[config.mk]
export PLATFORM = sky130hd
export DESIGN_NAME = uart_rx
export DESIGN_NICKNAME = d
export VERILOG_FILES = /design/src/rtl/uart_rx.sv
export SDC_FILE = /design/constraint.sdc
export NUM_CORES = 1
export LEC_CHECK = 0
export CORE_ASPECT_RATIO = 1.75
export CORE_MARGIN = 10
export CORE_UTILIZATION = 49
export DETAILED_ROUTE_END_ITERATION = 12
export GPL_TIMING_DRIVEN = 0
export PLACE_DENSITY = 0.74
export SLEW_MARGIN = 20
export SYNTH_ARGS = -nofsm -noshare
export SYNTH_HDL_FRONTEND = slang
export SYNTH_SLANG_ARGS = --single-unit
[constraint.sdc]
create_clock -name clk -period 1.75 [get_ports clk]
set_input_delay 0.2625 -clock clk [delete_from_list [all_inputs] [get_ports clk]]
set_output_delay 0.2625 -clock clk [all_outputs]
set_load 0.05 [all_outputs]
[src/rtl/uart_rx.sv]
// UART receiver: 2-flop synchronised RxD, OVERSAMPLE ticks per bit, mid-bit
// start validation, LSB-first deserialisation and stop-bit framing check.
module uart_rx #(
  parameter int DATA_WIDTH = 8,
  parameter int OVERSAMPLE = 16
) (
  input  logic                  clk,
  input  logic                  rst,
  input  logic                  rx_en,
  input  logic                  RxD,
  output logic [DATA_WIDTH-1:0] rx_data,
  output logic                  rx_valid,
  output logic                  frame_err,
  output logic                  rx_busy
);

  localparam int TW = (OVERSAMPLE > 1) ? $clog2(OVERSAMPLE) : 1;
  localparam int BW = (DATA_WIDTH > 1) ? $clog2(DATA_WIDTH) : 1;

  localparam logic [TW-1:0] TICK_LAST = TW'(OVERSAMPLE - 1);
  localparam logic [TW-1:0] TICK_HALF = TW'(OVERSAMPLE / 2 - 1);
  localparam logic [BW-1:0] BIT_LAST  = BW'(DATA_WIDTH - 1);

  localparam logic [2:0] IDLE  = 3'd0;
  localparam logic [2:0] START = 3'd1;
  localparam logic [2:0] DATA  = 3'd2;
  localparam logic [2:0] STOP  = 3'd3;
  localparam logic [2:0] BREAK = 3'd4;

  logic [1:0]            sync_q, sync_d;
  logic [2:0]            state_q, state_d;
  logic [TW-1:0]         tick_cnt_q, tick_cnt_d;
  logic [BW-1:0]         bit_cnt_q, bit_cnt_d;
  logic [DATA_WIDTH-1:0] shift_q, shift_d;
  logic [DATA_WIDTH-1:0] rx_data_q, rx_data_d;
  logic                  rx_valid_q, rx_valid_d;
  logic                  frame_err_q, frame_err_d;
  logic                  rxd_s;
  logic [DATA_WIDTH:0]   shift_ext;

  assign rxd_s     = sync_q[1];
  assign sync_d    = {sync_q[0], RxD};
  assign shift_ext = {rxd_s, shift_q};

  always_comb begin
    state_d     = state_q;
    tick_cnt_d  = tick_cnt_q;
    bit_cnt_d   = bit_cnt_q;
    shift_d     = shift_q;
    rx_data_d   = rx_data_q;
    rx_valid_d  = 1'b0;
    frame_err_d = 1'b0;

    case (state_q)
      IDLE: begin
        if (rx_en && !rxd_s) begin
          state_d    = START;
          tick_cnt_d = '0;
        end
      end

      START: begin
        if (rx_en) begin
          if (tick_cnt_q == TICK_HALF) begin
            // Line must still be low at mid start bit, otherwise it was a glitch.
            if (!rxd_s) begin
              state_d    = DATA;
              tick_cnt_d = '0;
              bit_cnt_d  = '0;
            end else begin
              state_d = IDLE;
            end
          end else begin
            tick_cnt_d = tick_cnt_q + 1'b1;
          end
        end
      end

      DATA: begin
        if (rx_en) begin
          if (tick_cnt_q == TICK_LAST) begin
            shift_d    = shift_ext[DATA_WIDTH:1];
            tick_cnt_d = '0;
            if (bit_cnt_q == BIT_LAST) begin
              state_d = STOP;
            end else begin
              bit_cnt_d = bit_cnt_q + 1'b1;
            end
          end else begin
            tick_cnt_d = tick_cnt_q + 1'b1;
          end
        end
      end

      STOP: begin
        if (rx_en) begin
          if (tick_cnt_q == TICK_LAST) begin
            tick_cnt_d = '0;
            if (rxd_s) begin
              rx_data_d  = shift_q;
              rx_valid_d = 1'b1;
              state_d    = IDLE;
            end else begin
              frame_err_d = 1'b1;
              state_d     = BREAK;
            end
          end else begin
            tick_cnt_d = tick_cnt_q + 1'b1;
          end
        end
      end

      BREAK: begin
        // Held-low line after a framing error must go high before a new start.
        if (rxd_s) begin
          state_d = IDLE;
        end
      end

      default: begin
        state_d    = IDLE;
        tick_cnt_d = '0;
        bit_cnt_d  = '0;
      end
    endcase
  end

  always_ff @(posedge clk or negedge rst) begin
    if (!rst) begin
      sync_q      <= 2'b11;
      state_q     <= IDLE;
      tick_cnt_q  <= '0;
      bit_cnt_q   <= '0;
      shift_q     <= '0;
      rx_data_q   <= '0;
      rx_valid_q  <= 1'b0;
      frame_err_q <= 1'b0;
    end else begin
      sync_q      <= sync_d;
      state_q     <= state_d;
      tick_cnt_q  <= tick_cnt_d;
      bit_cnt_q   <= bit_cnt_d;
      shift_q     <= shift_d;
      rx_data_q   <= rx_data_d;
      rx_valid_q  <= rx_valid_d;
      frame_err_q <= frame_err_d;
    end
  end

  assign rx_data   = rx_data_q;
  assign rx_valid  = rx_valid_q;
  assign frame_err = frame_err_q;
  assign rx_busy   = (state_q != IDLE);

endmodule
======== After elaboration in Yosys (flattened, before gate mapping) ========
Cells that the tools add are included.
word-level totals
  output and inout port bits .............. 11
  input bits .............................. 4
  register bits ........................... 30
  logic and storage cells ................. 77
operators by class
  $add $sub $neg .......................... 2
  reductions and logical operators ........ 11
  multiplexer cells ....................... 34
  bitwise operators ....................... 2
  equality and inequality tests ........... 20
operators by type and width
  operator               number
  $mux W3                16
  $mux W4                6
  $ne A2 B2 Y1 const B   11
  $pmux W4 S4            1
  $pmux W3 S5            1
  $pmux W3 S3            1
  $reduce_and A9 Y1      1
  $mux W1                8
  $reduce_and A7 Y1      1
  $eq A3 B2 Y1 const B   2
  $eq A3 B3 Y1 const B   2
  $reduce_and A5 Y1      1
  $add A4 B1 Y4 const B  1
  $eq A4 B3 Y1 const B   1
  $eq A4 B4 Y1 const B   1
  $reduce_and A4 Y1      1
  $add A3 B1 Y3 const B  1
  $eq A3 B1 Y1 const B   1
  $logic_not A3 Y1       1
  $ne A3 B3 Y1 const B   1
  $reduce_and A3 Y1      1
  $reduce_bool A3 Y1     1
  $reduce_or A3 Y1       1
  $mux W2                1
  5 further kinds        6

======== Longest topological paths before layout ========
Gate-level depths: netlist of the first run.
  depth in word-level cells ............... 5
  depth in mapped cells ................... 5
  depth with buffers taken out ............ 5

======== Least setup slack after synthesis of the first run ========
OpenSTA, ideal clock, no wires.
  path type ............................... reg-to-reg
  from .................................... register tick_cnt_q[0]
  to ...................................... register shift_q[0]
  setup time .............................. 125 ps
  data required time ...................... 1625 ps
  path buffers ............................ 0
  stages on the path, launching flop included .. 6
  setup slack ............................. 97 ps
  clock period less this slack ............ 1653 ps
  arrival ................................. 1528 ps
  cells stage by stage .................... dfrtp_1 > ha_1 > and3_1 > nand3_2 > nor3_4 > mux2_2
between the ends
  word-level cells in the longest chain between the ends .. 2
RTL lines
  item                         RTL line  RTL
  start: declaration           32        logic [TW-1:0] tick_cnt_q, tick_cnt_d;
  start signal: assignment     141       tick_cnt_q <= tick_cnt_d;
  $eq A4 B4 Y1                 81        if (tick_cnt_q == TICK_LAST) begin
  $reduce_and A3 Y1 (no line)  n/a
  end signal: assignment       143       shift_q <= shift_d;
  end: declaration             34        logic [DATA_WIDTH-1:0] shift_q, shift_d;
No other way between the ends.
A chain may end at the register's enable or synchronous reset.

======== Worst setup path in the final report of the first run ========
  from .................................... register state_q[0]
  to ...................................... output rx_busy
between the ends
  word-level cells in the longest chain between the ends .. 1
RTL lines
  item                      RTL line  RTL
  start: declaration        31        logic [2:0] state_q, state_d;
  start signal: assignment  140       state_q <= state_d;
  $reduce_bool A3 Y1        153       assign rx_busy = (state_q != IDLE);
  end: declaration          14        output logic rx_busy
No other way between the ends.

==> flow_metrics.py, run 1 <==
metrics = {
    "synthesis": {
        "seq_area_frac_synth": 0.550,
        "synth_area_um2": 1370,
        "ys_types": 32,
        "syn_avg_cell_area_um2": 12.3,
        "synthCells": 111,
        "synth_nets": 118,
        "synth-seq-cells": 30,
        "yosysWarnings": 0,
    },
    "clocking": {
        "hold_buffers": 0,
        "cts_buffers": 5,
        "clock-sinks": 30,
        "cts_tree": "done",
        "cts_root_buf": "clkbuf_8",
        "cts_max_path_buffers": 2,
        "clock_latency_ps": 270,
        "path_clk_slew_ps": 60,
        "htree_levels": 2,
    },
    "global_route": {
        "grt_pass1_vias": 1053,
        "grt_max_degree": 31,
        "antenna_found_initial": 0,
        "grt-ovfl-total": 0,
        "grt.total_usage": 0.105,
        "grt_first_pass_wirelength_um": 4550,
    },
    "floorplanning": {
        "io_pins": 15,
        "chipHeight_um": 89.9,
        "die_w_um": 60.0,
        "die_area_um2": 5390,
        "initial_core_util": 0.509,
        "core_um2": 2690,
        "std_cell_rows": 25,
    },
    "layout": {
        "final_cells": 161,
        "finish.utilization": 0.629,
        "multi_input_area_um2": 607,
        "final_common_cell": "dfrtp_1",
        "seq_area_um2": 756,
        "final_cell_mix": "26 x dfrtp_1, 18 x mux2_2, 11 x clkdlybuf4s50_1",
        "design_area_um2": 1690,
        "n_antenna_cell": 0,
        "final_nets": 140,
        "layout-drive-gt1-share": 0.336,
        "area_growth_pct": 23.7,
        "nFillCells": 220,
    },
    "drt": {
        "dr_wl_met3_um": 167,
        "routedWlPerCell_um": 16.3,
        "num_vias": 919,
        "finalWirelength_um": 2630,
        "top_layer_used": "met4",
        "avgViaCountPerCell": 5.71,
        "ant_nets": 0,
        "drt_iter0_drc": 19,
        "drtPass1Iterations": 4,
        "wirelength_met1_um": 1000,
        "wl_met2_um": 1400,
        "post-route-drc-count": 0,
    },
    "worst_setup_path": {
        "crit_type": "flop to output pin",
        "crit_chain": "buf_2 -> or3_1 -> buf_4",
        "critical_path_depth": 3,
        "max_stage_delay_ps": 410,
        "critPathTopFamily": "flip-flops",
        "worst-path-buf-inv": 2,
        "critPathSlowestCell": "dfrtp_1",
        "required_ps": 1490,
        "cp-start-kind": "flop",
        "end_kind": "output pin",
        "ff2ff_path_depth": 6,
        "cp_max_fo": 10,
        "critPathArrivalTime_ps": 1430,
    },
    "sta": {
        "worstMarginPinSlew_ps": 676,
        "hold_viol_final": 0,
        "fin_skew_ps": 7.28,
        "tns_ps": 0,
        "setup_violations": 0,
        "drv_slew": 0,
        "grt_setup_unrepaired": "no",
        "fin_crit_sh": 0.969,
        "slew_headroom": 0.549,
        "finalCriticalPeriod_ps": 1700,
        "fmaxAchievable_mhz": 590,
    },
    "run": {
        "drv_cap": 0,
    },
    "placement": {
        "placed_area_um2": 1540,
        "place_congestion": 0.846,
        "port-buffer-count": 14,
        "dp_hpwl_um": 1750,
        "dp_cells": 152,
    },
    "status": {
        "status": "finished clean",
    },
    "worst_hold_path": {
        "hold_class": "primary input to async pin",
    },
    "power": {
        "power.leakage_nw": 0.796,
        "ir_worst_vdd_v": 0.000844,
        "totalPowerFinal_mw": 2.12,
        "power_density_nw_per_um2": 1260,
    },
}
worst reg2reg max path, cell delays in order (launching register included):
cell	delay, ps
dfrtp_1	400
ha_4	180
and3_4	210
nand3_2	110
nor3_4	160
buf_12	150
mux2_2	340
metal layers:
layer	up-vias	GRT usage
li1	441	-
met1	449	0.110
met2	22	0.166
met3	7	0.0465
met4	0	0.0545
met5	-	0
cells by family after synthesis:
logic type,synth area share
flops,0.550
simple gates,0.144
compound gates,0.0713
fa+ha+maj,0.0274
buf+inv,0.0311
xor+xnor,0.00640
mux,0.170
report_power, final:
group          internal [mW]  switching (mW)  leakage (nW)
Sequential             0.807          0.0933         0.388
Clock                  0.317           0.243        0.0482
Combinational          0.308           0.357         0.359
state kept, by name (all words and copies together) (netlist names):
signal / flops
sync_q: 2
frame_err: 1
state_q: 3
rx_valid: 1
bit_cnt_q: 3
rx_data: 8
shift_q: 8
tick_cnt_q: 4
repair_timing:
item | CTS | global route
gates resized for setup | 9 | 10
gates cloned | 0 | 0
setup endpoints to repair | 17 | 20
pin swaps | 1 | 1
buffers inserted | 1 | 1
cells in the mapped netlist:
master     count  share of area
a211o_1        1         0.0064
a211oi_1       1         0.0055
a21oi_1        2         0.0073
a221oi_1       1         0.0064
a31o_1         1         0.0064
and3_1         2         0.0091
buf_2          4          0.015
buf_4          2          0.011
dfrtp_1       28           0.51
dfstp_2        2          0.038
ha_1           3          0.027
inv_1          2         0.0055
mux2_2        18           0.15
mux2i_1        3          0.022
nand2_1        9          0.025
nand2b_1       1         0.0046
nand3_2        1         0.0073
nand4_1        2         0.0091
nand4b_1       1         0.0064
nor2_1         9          0.025
nor3_1         3          0.011
nor3_4         1          0.012
nor3b_1        2          0.011
nor4b_1        2          0.013
o21ai_0        3          0.011
o21bai_1       1         0.0055
o2bb2ai_1      1         0.0064
o31ai_2        1         0.0091
o32a_1         1         0.0073
or3_1          1         0.0046
or3b_1         1         0.0064
xnor2_1        1         0.0064
final timing paths:
path / from / endpoint / slack, ps
max in group asynchronous: rst / tick_cnt_q[0]$_DFFE_PN0P_ / 1240
max reg2reg: tick_cnt_q[1]$_DFFE_PN0P_ / shift_q[6]$_DFFE_PN0P_ / 90
min: rst / tick_cnt_q[3]$_DFFE_PN0P_ / 20
min reg2reg: sync_q[0]$_DFF_PN1_ / sync_q[1]$_DFF_PN1_ / 360
max: state_q[0]$_DFFE_PN0P_ / rx_busy / 50
min in group clk: sync_q[0]$_DFF_PN1_ / sync_q[1]$_DFF_PN1_ / 360
cell type report:
| cell class | count | area share |
|---|---|---|
| Inverter | 2 | 0.00443 |
| Timing Repair Buffer | 16 | 0.0961 |
| Multi-Input combinational cell | 73 | 0.358 |
| Sequential cell | 30 | 0.446 |
| Clock buffer | 7 | 0.0510 |
| Buffer | 5 | 0.0207 |
| Clock inverter | 1 | 0.00296 |
| Tap cell | 27 | 0.0200 |
stage by stage:
stage          hold WS, ps  setup slack, ps
6_report              19.2             54.5
3_5_place_dp           335             -271
5_1_grt               62.2             3.55
4_1_cts               41.4             19.5
2_1_floorplan        -33.1             97.4
3_3_place_gp           347             -225
No activity file was read; power rests on OpenSTA's default activity.
==> run 2, diff against run 1 <==
--- a/config.mk
+++ b/config.mk
@@ -6,11 +6,10 @@
 export NUM_CORES = 1
 export LEC_CHECK = 0
 export CORE_ASPECT_RATIO = 1.75
-export CORE_MARGIN = 10
-export CORE_UTILIZATION = 49
+export CORE_UTILIZATION = 54
 export DETAILED_ROUTE_END_ITERATION = 12
 export GPL_TIMING_DRIVEN = 0
-export PLACE_DENSITY = 0.74
+export PLACE_DENSITY = 0.77
 export SLEW_MARGIN = 20
 export SYNTH_ARGS = -nofsm -noshare
 export SYNTH_HDL_FRONTEND = slang
==> constraint.sdc (replaced) <==
create_clock -name clk -period 1.7 [get_ports clk]
set_input_delay 0.255 -clock clk [delete_from_list [all_inputs] [get_ports clk]]
set_output_delay 0.255 -clock clk [all_outputs]
set_load 0.05 [all_outputs]
==> run 2 against run 1 <==
  * Register-to-register slack about the same
  * Routed wire length decreased by 2.8%
  * Clock power is 2% higher
  * Worst hold slack lost 17 ps
  * Clock-buffer cell count up 1
  * Critical path depth decreased by 2
  * Flip-flop and latch count unchanged
  * Critical path type unchanged
  * Largest power group unchanged
==> flow_metrics.py, run 2 (same netlist as run 1, synthesis figures left out) <==
metrics = {
    "status": {
        "status": "finished clean",
    },
    "clocking": {
        "cts_max_path_buffers": 2,
        "clock_latency_ps": 280,
        "cts_root_buf": "clkbuf_8",
        "htree_levels": 2,
        "cts_buffers": 5,
        "hold_buffers": 0,
        "path_clk_slew_ps": 70,
        "clock-sinks": 30,
        "cts_tree": "done",
    },
    "sta": {
        "finalCriticalPeriod_ps": 1660,
        "drv_slew": 0,
        "worstMarginPinSlew_ps": 642,
        "hold_viol_final": 0,
        "hold_ws_ps": 2.05,
        "setup_violations": 0,
        "fin_skew_ps": 11.4,
        "setup_slack_ps": 38.0,
        "fmaxAchievable_mhz": 602,
        "slew_headroom": 0.572,
        "fin_crit_sh": 0.978,
    },
    "floorplanning": {
        "core_um2": 2330,
        "die_w_um": 40.1,
        "std_cell_rows": 23,
        "io_pins": 15,
        "initial_core_util": 0.587,
        "die_area_um2": 2750,
        "chipHeight_um": 68.6,
    },
    "drt": {
        "post-route-drc-count": 0,
        "top_layer_used": "met4",
        "drtPass1Iterations": 4,
        "avgViaCountPerCell": 5.73,
        "finalWirelength_um": 2550,
        "ant_nets": 0,
        "drt_iter0_drc": 26,
        "wirelength_met1_um": 1020,
        "dr_wl_met3_um": 84,
        "wl_met2_um": 1430,
        "num_vias": 940,
        "routedWlPerCell_um": 15.6,
    },
    "layout": {
        "area_growth_pct": 27.4,
        "final_cell_mix": "27 x dfrtp_1, 18 x mux2_2, 12 x buf_4",
        "final_common_cell": "dfrtp_1",
        "n_antenna_cell": 0,
        "nFillCells": 153,
        "final_nets": 145,
        "layout-drive-gt1-share": 0.345,
    },
    "worst_setup_path": {
        "cp-start-kind": "flop",
        "max_stage_delay_ps": 800,
        "required_ps": 1440,
        "end_kind": "output pin",
        "critPathArrivalTime_ps": 1410,
        "cp_max_fo": 1,
        "worst-path-buf-inv": 1,
        "crit_chain": "clkdlybuf4s50_1",
        "critPathSlowestCell": "clkdlybuf4s50_1",
        "crit_type": "flop to output pin",
        "critPathTopFamily": "buffers and inverters",
    },
    "placement": {
        "place_congestion": 0.789,
        "dp_worst_setup_slack_ps": -318,
        "dp_hpwl_um": 1660,
        "port-buffer-count": 14,
    },
    "global_route": {
        "grt_max_degree": 31,
        "grt_first_pass_wirelength_um": 3910,
        "grt_pass1_vias": 938,
        "antenna_found_initial": 0,
        "grt.total_usage": 0.213,
        "grt-ovfl-total": 0,
    },
    "power": {
        "ir_worst_vdd_v": 0.000879,
        "power_density_nw_per_um2": 1290,
        "power.leakage_nw": 0.957,
    },
    "run": {
        "drv_cap": 0,
    },
    "worst_hold_path": {
        "hold_class": "primary input to async pin",
    },
}
[run 2: power breakdown]
part / leakage [nW] / switching, mW / internal (mW)
combinational: 0.522 / 0.406 / 0.378
sequential: 0.389 / 0.0719 / 0.829
clock: 0.0455 / 0.242 / 0.329
total: 0.957 / 0.720 / 1.54
[run 2: through the flow]
stage           util  std cells  total power, mW  setup TNS, ps  cell area [um^2]
2_1_floorplan      -        111             1.41              0              1370
3_3_place_gp   0.661        150             1.53          -6620              1540
3_5_place_dp   0.659        150             1.56          -4910              1540
4_1_cts        0.720        161             2.20              0              1680
5_1_grt        0.748        164             2.40          -4.56              1740
6_report       0.748        164             2.26              0              1740
[run 2: path summary, 6_finish.rpt]
path | from | end | slack (ps) | cells after the start
worst max-delay path | rx_valid$_DFF_PN0_ | rx_valid | 40 | 1
worst min-delay path | rst | state_q[0]$_DFFE_PN0P_ | 2 | 1
worst max register to register | tick_cnt_q[1]$_DFFE_PN0P_ | shift_q[5]$_DFFE_PN0P_ | 80 | 6
worst min register to register | sync_q[0]$_DFF_PN1_ | sync_q[1]$_DFF_PN1_ | 350 | 0
max in group asynchronous | rst | state_q[1]$_DFFE_PN0P_ | 1250 | 1
min in group clk | sync_q[0]$_DFF_PN1_ | sync_q[1]$_DFF_PN1_ | 350 | 0
[run 2: area by class of cell]
type / count / area (um^2) / area share
buffer: 5 / 37.5 / 0.0215
sequential: 30 / 754 / 0.433
clock buffer: 8 / 90.1 / 0.0517
multi-input combinational: 73 / 607 / 0.348
inverter: 2 / 7.51 / 0.00430
tap: 25 / 31.3 / 0.0179
timing repair buffer: 21 / 216 / 0.124
[run 2: timing repair]
item	CTS	global route
buffers inserted	3	4
resized for setup	12	15
pin swaps	2	2
endpoints found under the setup margin	18	27
[run 2: per-layer routing]
metal,up-vias,track usage
met1,468,0.227
met3,5,0.0737
met2,16,0.363
met4,0,0.0905
li1,451,-
met5,-,0
==> run 3, diff against run 2 <==
--- a/config.mk
+++ b/config.mk
@@ -6,6 +6,7 @@
 export NUM_CORES = 1
 export LEC_CHECK = 0
 export CORE_ASPECT_RATIO = 1.75
+export CORE_MARGIN = 4
 export CORE_UTILIZATION = 54
 export DETAILED_ROUTE_END_ITERATION = 12
 export GPL_TIMING_DRIVEN = 0
==> run 3 against run 2 <==
  * The run now ends with negative hold slack left
  * Cell area decreased by 0.36%
  * Fmax hardly changed
  * Utilization fell by 1.2 points
  * Flip-flop and latch count stayed put
  * Cell count did not move
  * Total power rose by 2.8%
  * Routed wire length rose by 11%
  * Non-clock buffer count stayed put
  * Sequential power grew 0.4%
  * Clock power increased by 3.5%
  * Worst hold slack lost 12 ps
  * Largest power group unchanged
  * Combinational power increased by 5.0%
==> flow_metrics.py, run 3 (same netlist as run 1, synthesis figures left out) <==
metrics = {
    "global_route": {
        "grt.total_usage": 0.199,
        "antenna_found_initial": 0,
        "grt-ovfl-total": 0,
        "grt_pass1_vias": 1035,
        "grt_first_pass_wirelength_um": 4800,
        "grt_max_degree": 31,
    },
    "worst_setup_path": {
        "worst-path-buf-inv": 2,
        "required_ps": 1440,
        "max_stage_delay_ps": 420,
        "critPathSlowestCell": "dfrtp_1",
        "critPathTopFamily": "flip-flops",
        "critPathArrivalTime_ps": 1410,
        "crit_top_cell": "buf_6",
        "crit_chain": "buf_6 -> or3_1 -> buf_6",
        "crit_type": "flop to output pin",
        "end_kind": "output pin",
        "cp-start-kind": "flop",
        "cp_max_fo": 10,
    },
    "drt": {
        "avgViaCountPerCell": 5.84,
        "drtPass1Iterations": 4,
        "drt_iter0_drc": 22,
        "num_vias": 957,
        "finalWirelength_um": 2840,
        "post-route-drc-count": 0,
        "ant_nets": 0,
        "routedWlPerCell_um": 17.3,
    },
    "sta": {
        "slew_headroom": 0.574,
        "worstMarginPinSlew_ps": 639,
        "fmaxAchievable_mhz": 602,
        "drv_slew": 0,
        "fin_skew_ps": 7.09,
        "setup_violations": 0,
        "finalCriticalPeriod_ps": 1660,
        "hold_ws_ps": -10.2,
        "hold_viol_final": 13,
        "fin_crit_sh": 0.977,
        "setup_slack_ps": 38.6,
    },
    "layout": {
        "final_common_cell": "dfrtp_1",
        "final_cells": 164,
        "area_growth_pct": 27.0,
        "n_antenna_cell": 0,
        "layout-drive-gt1-share": 0.353,
        "nFillCells": 174,
        "final_cell_mix": "27 x dfrtp_1, 18 x mux2_2, 9 x nor2_1",
        "final_nets": 145,
    },
    "clocking": {
        "cts_max_path_buffers": 2,
        "path_clk_slew_ps": 70,
        "cts_root_buf": "clkbuf_8",
        "cts_tree": "done",
        "cts_buffers": 5,
        "clock-sinks": 30,
        "clock_latency_ps": 280,
        "htree_levels": 2,
    },
    "power": {
        "power.leakage_nw": 0.878,
        "power_density_nw_per_um2": 1330,
        "clock_power_share": 0.255,
        "seqPwrFrac": 0.390,
        "switching_share": 0.334,
        "internal-power_mw": 1.54,
        "power_frac_comb": 0.355,
        "p_switching_mw": 0.774,
        "ir_worst_vdd_v": 0.000887,
    },
    "floorplanning": {
        "core_um2": 2360,
        "initial_core_util": 0.580,
        "die_area_um2": 3440,
        "chipHeight_um": 74.6,
        "std_cell_rows": 23,
        "die_w_um": 46.1,
        "io_pins": 15,
    },
    "placement": {
        "dp_hpwl_um": 1840,
        "dp_cells": 150,
        "dp_worst_setup_slack_ps": -293,
        "place_congestion": 0.818,
        "port-buffer-count": 14,
    },
    "status": {
        "status": "complete, but fails checks",
        "violations": "negative hold slack",
    },
    "worst_hold_path": {
        "hold_class": "primary input to async pin",
    },
    "run": {
        "drv_cap": 0,
    },
}
## run 3: cell count changes in the layout (fill, tap and decap cells not counted)
cell            before  now
dlymetal6s2s_1       8    2
clkinv_2             0    1
clkbuf_1             2    1
nand3_2              1    0
dlygate4sd2_1        1    7
clkbuf_4             0    2
nand3_4              0    1
buf_4               12    8
buf_6                0    2
## run 3: power by group through the flow
stage	registers, mW	clock network [mW]	logic (mW)
6_report	0.904	0.591	0.823
5_1_grt	0.914	0.640	0.909
4_1_cts	0.921	0.604	0.699
3_5_place_dp	0.923	0	0.651
3_3_place_gp	0.909	0	0.610
2_1_floorplan	0.898	0	0.507
## run 3: worst register-to-register path, stage by stage (launching register included)
cell     delay [ps]
dfrtp_1         410
ha_4            180
and3_4          220
nand3_4          90
nor3_4          150
buf_12          150
mux2_2          340
## run 3: area by class of cell
type	instances	area, um^2	share of cell area
inverters	2	7.51	0.00432
clock buffers	7	86.3	0.0497
plain buffers	5	41.3	0.0238
clock inverters	1	5.00	0.00288
repair buffers	21	198	0.114
multi-input cells	73	614	0.353
flip-flops and latches	30	754	0.434
well taps	25	31.3	0.0180
## run 3: path summary, 6_finish.rpt
kind	cells after the start	slack, ps	endpoint	start
max in group asynchronous	1	1260	state_q[1]$_DFFE_PN0P_	rst
min in group clk	0	360	sync_q[1]$_DFF_PN1_	sync_q[0]$_DFF_PN1_
min	1	-10	frame_err$_DFF_PN0_	rst
max reg2reg	6	60	shift_q[3]$_DFFE_PN0P_	tick_cnt_q[1]$_DFFE_PN0P_
max	3	40	rx_busy	state_q[2]$_DFFE_PN0P_
min reg2reg	0	360	sync_q[1]$_DFF_PN1_	sync_q[0]$_DFF_PN1_
## run 3: timing repair
action	4_1_cts	5_1_grt
endpoints found under the setup margin	26	21
resized for setup	18	10
cloned	0	0
pin swaps	1	2
hold buffers	0	0
buffers inserted	2	5
## run 3: through the flow
step | TNS (ps) | area, um^2 | util | total power, mW | hold WS (ps)
final | 0 | 1740 | 0.736 | 2.32 | -10.2
after global routing | -7.10 | 1740 | 0.736 | 2.46 | 35.1
after CTS | 0 | 1660 | 0.704 | 2.22 | 12.1
after detailed placement | -4450 | 1540 | 0.651 | 1.57 | 318
after global placement | -5700 | 1540 | 0.653 | 1.52 | 347
after floorplan | 0 | 1370 | - | 1.41 | -40.6
## run 3: metal layers
metal,vias up,track usage,wire [um],part of all wire
met3,8,0.0678,114,0.040
met5,-,0,0,0
met4,0,0.111,92,0.032
met2,25,0.327,1540,0.54
li1,451,-,-,-
met1,473,0.217,1090,0.38
